## src/rtl/mem_store_ctrl.sv

```systemverilog
// -----------------------------------------------------------------------------
// mem_store_ctrl
//
// Data-side memory access controller sitting between the EX/MEM pipeline
// boundary and a variable-latency SRAM-like data bus. One load or store is
// accepted at a time. Store data is lane-replicated and byte strobes are
// generated from the access size and address. The bus request/response
// handshake is sequenced by a four-state FSM. The pipeline is held with
// stallreq until the access completes. Loads return the raw 32-bit bus word;
// byte/half extraction is left to the MEM stage.
//
// Parameters
//   TIMEOUT       cycles allowed in REQ+WAIT before the access is aborted
//
// Ports
//   clk           clock, rising edge
//   rst           asynchronous active-high reset
//   req_valid     EX presents a memory access this cycle
//   req_wr        1 = store, 0 = load
//   req_size      00 byte, 01 half, 10/11 word
//   req_addr      byte address
//   req_wdata     right-aligned store data
//   stallreq      pipeline hold request
//   misalign      combinational alignment fault (no bus access is made)
//   resp_valid    one-cycle completion pulse
//   resp_rdata    raw load word; 0 for stores and aborted accesses
//   resp_err      timeout abort flag, qualified by resp_valid
//   data_req      bus request
//   data_wr       bus write
//   data_size     latched access size
//   data_addr     latched byte address
//   data_wstrb    byte strobes (0000 for loads)
//   data_wdata    lane-replicated store data
//   data_addr_ok  bus accepted the request
//   data_data_ok  bus returned read data / write acknowledge
//   data_rdata    bus read data, valid with data_data_ok
// -----------------------------------------------------------------------------
module mem_store_ctrl #(
    parameter int TIMEOUT = 255
) (
    input  logic        clk,
    input  logic        rst,
    input  logic        req_valid,
    input  logic        req_wr,
    input  logic [1:0]  req_size,
    input  logic [31:0] req_addr,
    input  logic [31:0] req_wdata,
    output logic        stallreq,
    output logic        misalign,
    output logic        resp_valid,
    output logic [31:0] resp_rdata,
    output logic        resp_err,
    output logic        data_req,
    output logic        data_wr,
    output logic [1:0]  data_size,
    output logic [31:0] data_addr,
    output logic [3:0]  data_wstrb,
    output logic [31:0] data_wdata,
    input  logic        data_addr_ok,
    input  logic        data_data_ok,
    input  logic [31:0] data_rdata
);

    // The timeout counter only ever holds 0 .. TIMEOUT-1: the access leaves
    // REQ/WAIT in the cycle the counter shows TIMEOUT-1.
    localparam int                CNT_W    = (TIMEOUT > 1) ? $clog2(TIMEOUT) : 1;
    localparam logic [CNT_W-1:0] CNT_LAST = CNT_W'(TIMEOUT - 1);

    typedef enum logic [1:0] {
        S_IDLE = 2'd0,
        S_REQ  = 2'd1,
        S_WAIT = 2'd2,
        S_RESP = 2'd3
    } state_t;

    state_t r_state;
    state_t w_next;

    logic             r_wr;
    logic [1:0]       r_size;
    logic [31:0]      r_addr;
    logic [3:0]       r_wstrb;
    logic [31:0]      r_wdata;
    logic [CNT_W-1:0] r_cnt;
    logic [31:0]      r_rdata;
    logic             r_err;

    logic w_misaligned;
    logic w_cnt_last;
    logic w_accept;
    logic w_complete;
    logic w_abort;

    // Half needs addr[0]=0, word (size 10 or 11) needs addr[1:0]=00.
    function automatic logic is_misaligned(input logic [1:0] size,
                                           input logic [1:0] lo);
        logic bad;
        case (size)
            2'b00:   bad = 1'b0;
            2'b01:   bad = lo[0];
            default: bad = |lo;
        endcase
        return bad;
    endfunction

    function automatic logic [3:0] fmt_wstrb(input logic [1:0] size,
                                             input logic [1:0] lo);
        logic [3:0] strb;
        case (size)
            2'b00:   strb = 4'b0001 << lo;
            2'b01:   strb = lo[1] ? 4'b1100 : 4'b0011;
            default: strb = 4'b1111;
        endcase
        return strb;
    endfunction

    // Replicate the right-aligned store data across every lane so the bus
    // slave can simply apply the strobes.
    function automatic logic [31:0] fmt_wdata(input logic [1:0]  size,
                                              input logic [31:0] wd);
        logic [31:0] d;
        case (size)
            2'b00:   d = {4{wd[7:0]}};
            2'b01:   d = {2{wd[15:0]}};
            default: d = wd;
        endcase
        return d;
    endfunction

    assign w_misaligned = is_misaligned(req_size, req_addr[1:0]);
    assign w_cnt_last   = (r_cnt == CNT_LAST);

    // -------------------------------------------------------------------------
    // State register
    // -------------------------------------------------------------------------
    always_ff @(posedge clk or posedge rst) begin
        if (rst) begin
            r_state <= S_IDLE;
        end else begin
            r_state <= w_next;
        end
    end

    // -------------------------------------------------------------------------
    // Next-state and control outputs
    // -------------------------------------------------------------------------
    always_comb begin
        w_next     = r_state;
        w_accept   = 1'b0;
        w_complete = 1'b0;
        w_abort    = 1'b0;
        stallreq   = 1'b0;
        misalign   = 1'b0;
        data_req   = 1'b0;
        resp_valid = 1'b0;

        case (r_state)
            S_IDLE: begin
                if (req_valid) begin
                    if (w_misaligned) begin
                        misalign = 1'b1;
                    end else begin
                        // Hold the pipeline in the accept cycle itself so EX
                        // does not advance past the instruction.
                        w_accept = 1'b1;
                        stallreq = 1'b1;
                        w_next   = S_REQ;
                    end
                end
            end

            S_REQ: begin
                stallreq = 1'b1;
                data_req = 1'b1;
                // A bus answer that lands in the final allowed cycle still
                // counts as a normal completion.
                if (data_addr_ok && data_data_ok) begin
                    w_complete = 1'b1;
                    w_next     = S_RESP;
                end else if (w_cnt_last) begin
                    w_abort = 1'b1;
                    w_next  = S_RESP;
                end else if (data_addr_ok) begin
                    w_next = S_WAIT;
                end
            end

            S_WAIT: begin
                stallreq = 1'b1;
                if (data_data_ok) begin
                    w_complete = 1'b1;
                    w_next     = S_RESP;
                end else if (w_cnt_last) begin
                    w_abort = 1'b1;
                    w_next  = S_RESP;
                end
            end

            S_RESP: begin
                // req_valid here is still the instruction just completed.
                resp_valid = 1'b1;
                w_next     = S_IDLE;
            end

            default: begin
                w_next = S_IDLE;
            end
        endcase
    end

    // -------------------------------------------------------------------------
    // Request latch, timeout counter and response capture
    // -------------------------------------------------------------------------
    always_ff @(posedge clk or posedge rst) begin
        if (rst) begin
            r_wr    <= 1'b0;
            r_size  <= 2'b00;
            r_addr  <= 32'h0;
            r_wstrb <= 4'b0000;
            r_wdata <= 32'h0;
            r_cnt   <= '0;
            r_rdata <= 32'h0;
            r_err   <= 1'b0;
        end else begin
            if (w_accept) begin
                r_wr    <= req_wr;
                r_size  <= req_size;
                r_addr  <= req_addr;
                r_wstrb <= req_wr ? fmt_wstrb(req_size, req_addr[1:0]) : 4'b0000;
                r_wdata <= req_wr ? fmt_wdata(req_size, req_wdata) : 32'h0;
                r_cnt   <= '0;
            end else if ((r_state == S_REQ) || (r_state == S_WAIT)) begin
                r_cnt <= r_cnt + CNT_W'(1);
            end

            if (w_complete) begin
                r_rdata <= r_wr ? 32'h0 : data_rdata;
                r_err   <= 1'b0;
            end else if (w_abort) begin
                r_rdata <= 32'h0;
                r_err   <= 1'b1;
            end
        end
    end

    assign data_wr    = r_wr;
    assign data_size  = r_size;
    assign data_addr  = r_addr;
    assign data_wstrb = r_wstrb;
    assign data_wdata = r_wdata;
    assign resp_rdata = r_rdata;
    assign resp_err   = r_err;

endmodule

```

## config.mk

```make
export PLATFORM = sky130hd
export DESIGN_NAME = mem_store_ctrl
export DESIGN_NICKNAME = d
export VERILOG_FILES = /design/src/rtl/mem_store_ctrl.sv
export SDC_FILE = /design/constraint.sdc
export NUM_CORES = 1
export LEC_CHECK = 0
export ABC_CLOCK_PERIOD_IN_PS = 6500
export BUFFER_PORTS_ARGS = -buffer_cell sky130_fd_sc_hd__buf_2
export CORE_MARGIN = 2
export CORE_UTILIZATION = 30
export CTS_CLUSTER_DIAMETER = 80
export CTS_CLUSTER_SIZE = 14
export DETAILED_ROUTE_END_ITERATION = 8
export GPL_ROUTABILITY_DRIVEN = 0
export HOLD_SLACK_MARGIN = 0.02
export PLACE_DENSITY = 0.65
export SETUP_SLACK_MARGIN = 0.02
export SYNTH_ARGS = -nofsm -noshare
export SYNTH_HDL_FRONTEND = slang
export SYNTH_SLANG_ARGS = --single-unit
```

## constraint.sdc

```tcl
create_clock -name clk -period 6.5 [get_ports clk]
set_input_delay 0 -clock clk [delete_from_list [all_inputs] [get_ports clk]]
set_output_delay 0 -clock clk [all_outputs]
set_load 0.1 [all_outputs]
```

==> summary.md <==
| Metric | Value |
|---|---|
| Synth Flop Type | dfrtp_1 |
| Worst Path Max Fanout | 50 |
| Post-DR vias/cell | 4.57 |
| WL per Instance | 15.0 um |
| First-pass GRT wire length | 24900 um |
| Max-slew violations | 0 |
| HP Start | req_wr |
| Fmax achieved | 379 MHz |
| Worst-Margin Slew | 0.937 ns |
| Layout cells sized above 1 | 0.316 |
| Initial antenna violation count | 0 |
| Warnings, synthesis | 0 |
| EDFF count, synth | 0 |
| RSZ-0062 raised after global routing | no |
| IO Port Bufs | 211 |
| Diodes inserted | 0 |
| Register-to-register setup slack | 3.86 ns |
| Die area | 17500 sq um |
| I/O pins | 212 |
| Clock buffer depth | 2 |
| FF-to-FF Start | r_state[0] |
| CTS tree | done |
| Clock Skews | 0.0126 ns |
| Critical Path RT | 6.84 ns |
| Critical Path Source Type | flip-flop |
| Syn_nets | 594 |
| DRC | 0 |
| Worst Hold End | data_wdata[6] |
| Crit path top cell by count | nand2_1 |
| Synthesized instance count | 483 |
| Rows | 46 |
| Drt total wl | 15400 um |
| Max Cap Viol | 0 |
| Core area | 16000 sq um |
| Fillers | 1478 |
| Top post-synthesis cells by area | dfrtp_1 58%, nand2_1 13%, a22o_1 5.7%, mux2i_1 5.1%, o31ai_1 2.6% |
| Nets | 911 |
| Status | finished clean |
| Post-synth top area share | 0.579 |
| Crit share post-route | 0.406 |
| Register Area | 2850 sq um |
| Initial Utilization | 0.308 |
| Synth top cells by count | 169 x nand2_1, 114 x dfrtp_1, 32 x a22o_1, 25 x mux2i_1, 24 x o21ai_0 |
| Total clock sinks | 114 |
| Antenna Nets Post-Route | 0 |
| Detailed Route Iter0 Violations | 191 |
| Layout area overhead | 60.4% |
| Detailed-route via count | 4706 |
| Worst skew pair latency | 0.41 ns |
| Critical-path cell list | inv_1, ha_1, nand2_1, and3b_2, nand3_1, dlygate4sd3_1, nand2_1 |
| CP max-delay cell | and3b_2 |
| Hold depth | 3 |
| Post-synthesis register bit count | 114 |
| Htree depth | 4 |
| Setup_tns | 0 ns |
| Final setup violation count | 0 |
| Total GRT Usage | 0.181 |
| Slowest stage delay, CP | 0.89 ns |
| Hold WC Path Type | in2reg |
| Sequential element share of the synthesized area | 0.579 |
| Register-to-Register Path Depth | 7 |
| Crit path DAT | 2.98 ns |
| Multi-input logic area | 1890 sq um |
| Yosys top cell by area | dfrtp_1 |
| Clock transition at path regs | 0.05 ns |
| Most common cell in the netlist | nand2_1 |
| Root buf cell | clkbuf_16 |
| Cts bufs inserted | 17 |
| Vias in the first global route | 4743 |
| Ys async rst share | 1.00 |
| Syn Area/Cell | 10.2 sq um |
| Hpwl dp | 9360 um |
| WS Path Type | reg2reg |
| Fin. Hold Viols | 0 |
| Synth unique cells | 36 |
| Syn Std Cell Area | 4930 sq um |
| Relative slew slack | 0.375 |
| Grt total ovfl | 0 |
| Die W | 132 um |
| Die Ht | 132 um |
| Largest net degree at the start of global routing | 95 |
| Worst r2r dst | data_wdata[28] |
| Critical path capture point type | flip-flop |
| Final min period | 2.64 ns |
| Drt pass-1 iters | 4 |
[worst max-delay path by stage]
| stage | cells past startpoint | end | slack [ns] | startpoint |
|---|---|---|---|---|
| final | 7 | data_wdata[28] | 3.86 | r_state[0] |
| after global routing | 7 | data_wdata[28] | 3.61 | r_state[1] |
| after CTS | 7 | data_wdata[26] | 3.84 | r_state[0] |
| after detailed placement | 5 | data_wstrb[1] | 4.23 | req_size[1] |
| after global placement | 6 | data_wdata[25] | 4.34 | r_state[0] |
| after floorplan | 1 | data_addr[0] | 3.48 | rst |
[state kept, by name, indices dropped and copies added (netlist names), 2 cells and up]
register / count
data_wdata: 32
r_cnt: 8
data_size: 2
data_wstrb: 4
resp_rdata: 32
data_addr: 32
r_state: 2
[stage by stage]
stage	hold slack [ns]	setup slack (ns)	std cells	cell area, sq um	utilization
6_report	0.0260	3.86	1029	7910	0.494
5_1_grt	0.0311	3.61	1029	7910	0.494
4_1_cts	0.0205	3.84	1029	7910	0.494
3_5_place_dp	0.197	4.23	882	6120	0.382
3_3_place_gp	0.192	4.34	882	6120	0.382
2_1_floorplan	0.0965	3.48	483	4930	-
[cells in the final DEF, fill, tap and decap left out, types with 2 or more instances in the layout]
master         synthesis  routed
buf_2                  3     211
nand2_1              169     169
dlygate4sd3_1          0     115
dfrtp_1              114     114
a22o_1                32      32
mux2i_1               25      25
o21ai_0               24      24
o31ai_1               17      17
clkbuf_16              0      17
nand3_1               11      11
nor2_1                11      10
ha_1                   7       7
a21oi_1                6       6
xor2_1                 4       4
bufinv_16              0       4
buf_4                  0       4
nand2b_1               3       3
a211oi_1               3       3
inv_1                  4       3
nand4_1                3       3
clkinvlp_4             0       3
clkinv_4               0       3
clkinv_2               0       3
a2bb2oi_1              2       2
or3_2                  2       2
clkbuf_8               0       2
[critical path, delay by kind of cell (launching register included)]
kind / cells / cell delay (ns)
fa+ha+maj: 1 / 0.23
buf+inv: 2 / 0.73
flops: 1 / 0.40
simple gates: 4 / 1.22
[per-layer routing]
metal,routed length [um],up-vias,track usage
met2,7640,200,0.305
met4,187,0,0.0603
met3,1120,19,0.0573
met5,0,-,0
met1,6470,2219,0.219
li1,-,2268,-
[cells by family (layout without fill, tap and decap cells)]
logic type / count (synthesis) / after routing / share of synthesized area
AOI/OAI and AO/OA: 90 / 90 / 0.135
xor gates and xnor gates: 5 / 5 / 0.00888
adders and majority gates: 7 / 7 / 0.0178
buffers and inverters: 38 / 368 / 0.0396
DFF: 114 / 114 / 0.579
muxes: 25 / 25 / 0.0508
and+or+nand+nor: 204 / 204 / 0.169
[what timing repair did]
action	in CTS	in global routing
endpoints found under the hold margin	162	0
setup buffers	0	0
hold buffers	115	0
gates resized for setup	0	0
[cell type report]
type,instances,area share
Inverter,6,0.00316
Clock inverter,13,0.0233
Tap cell,216,0.0342
Multi-Input combinational cell,331,0.238
Clock buffer,19,0.0573
Timing Repair Buffer,330,0.283
Sequential cell,114,0.361
Power is not shown: default switching activity piles up to over one toggle a cycle in this logic, so the estimate is an artifact.
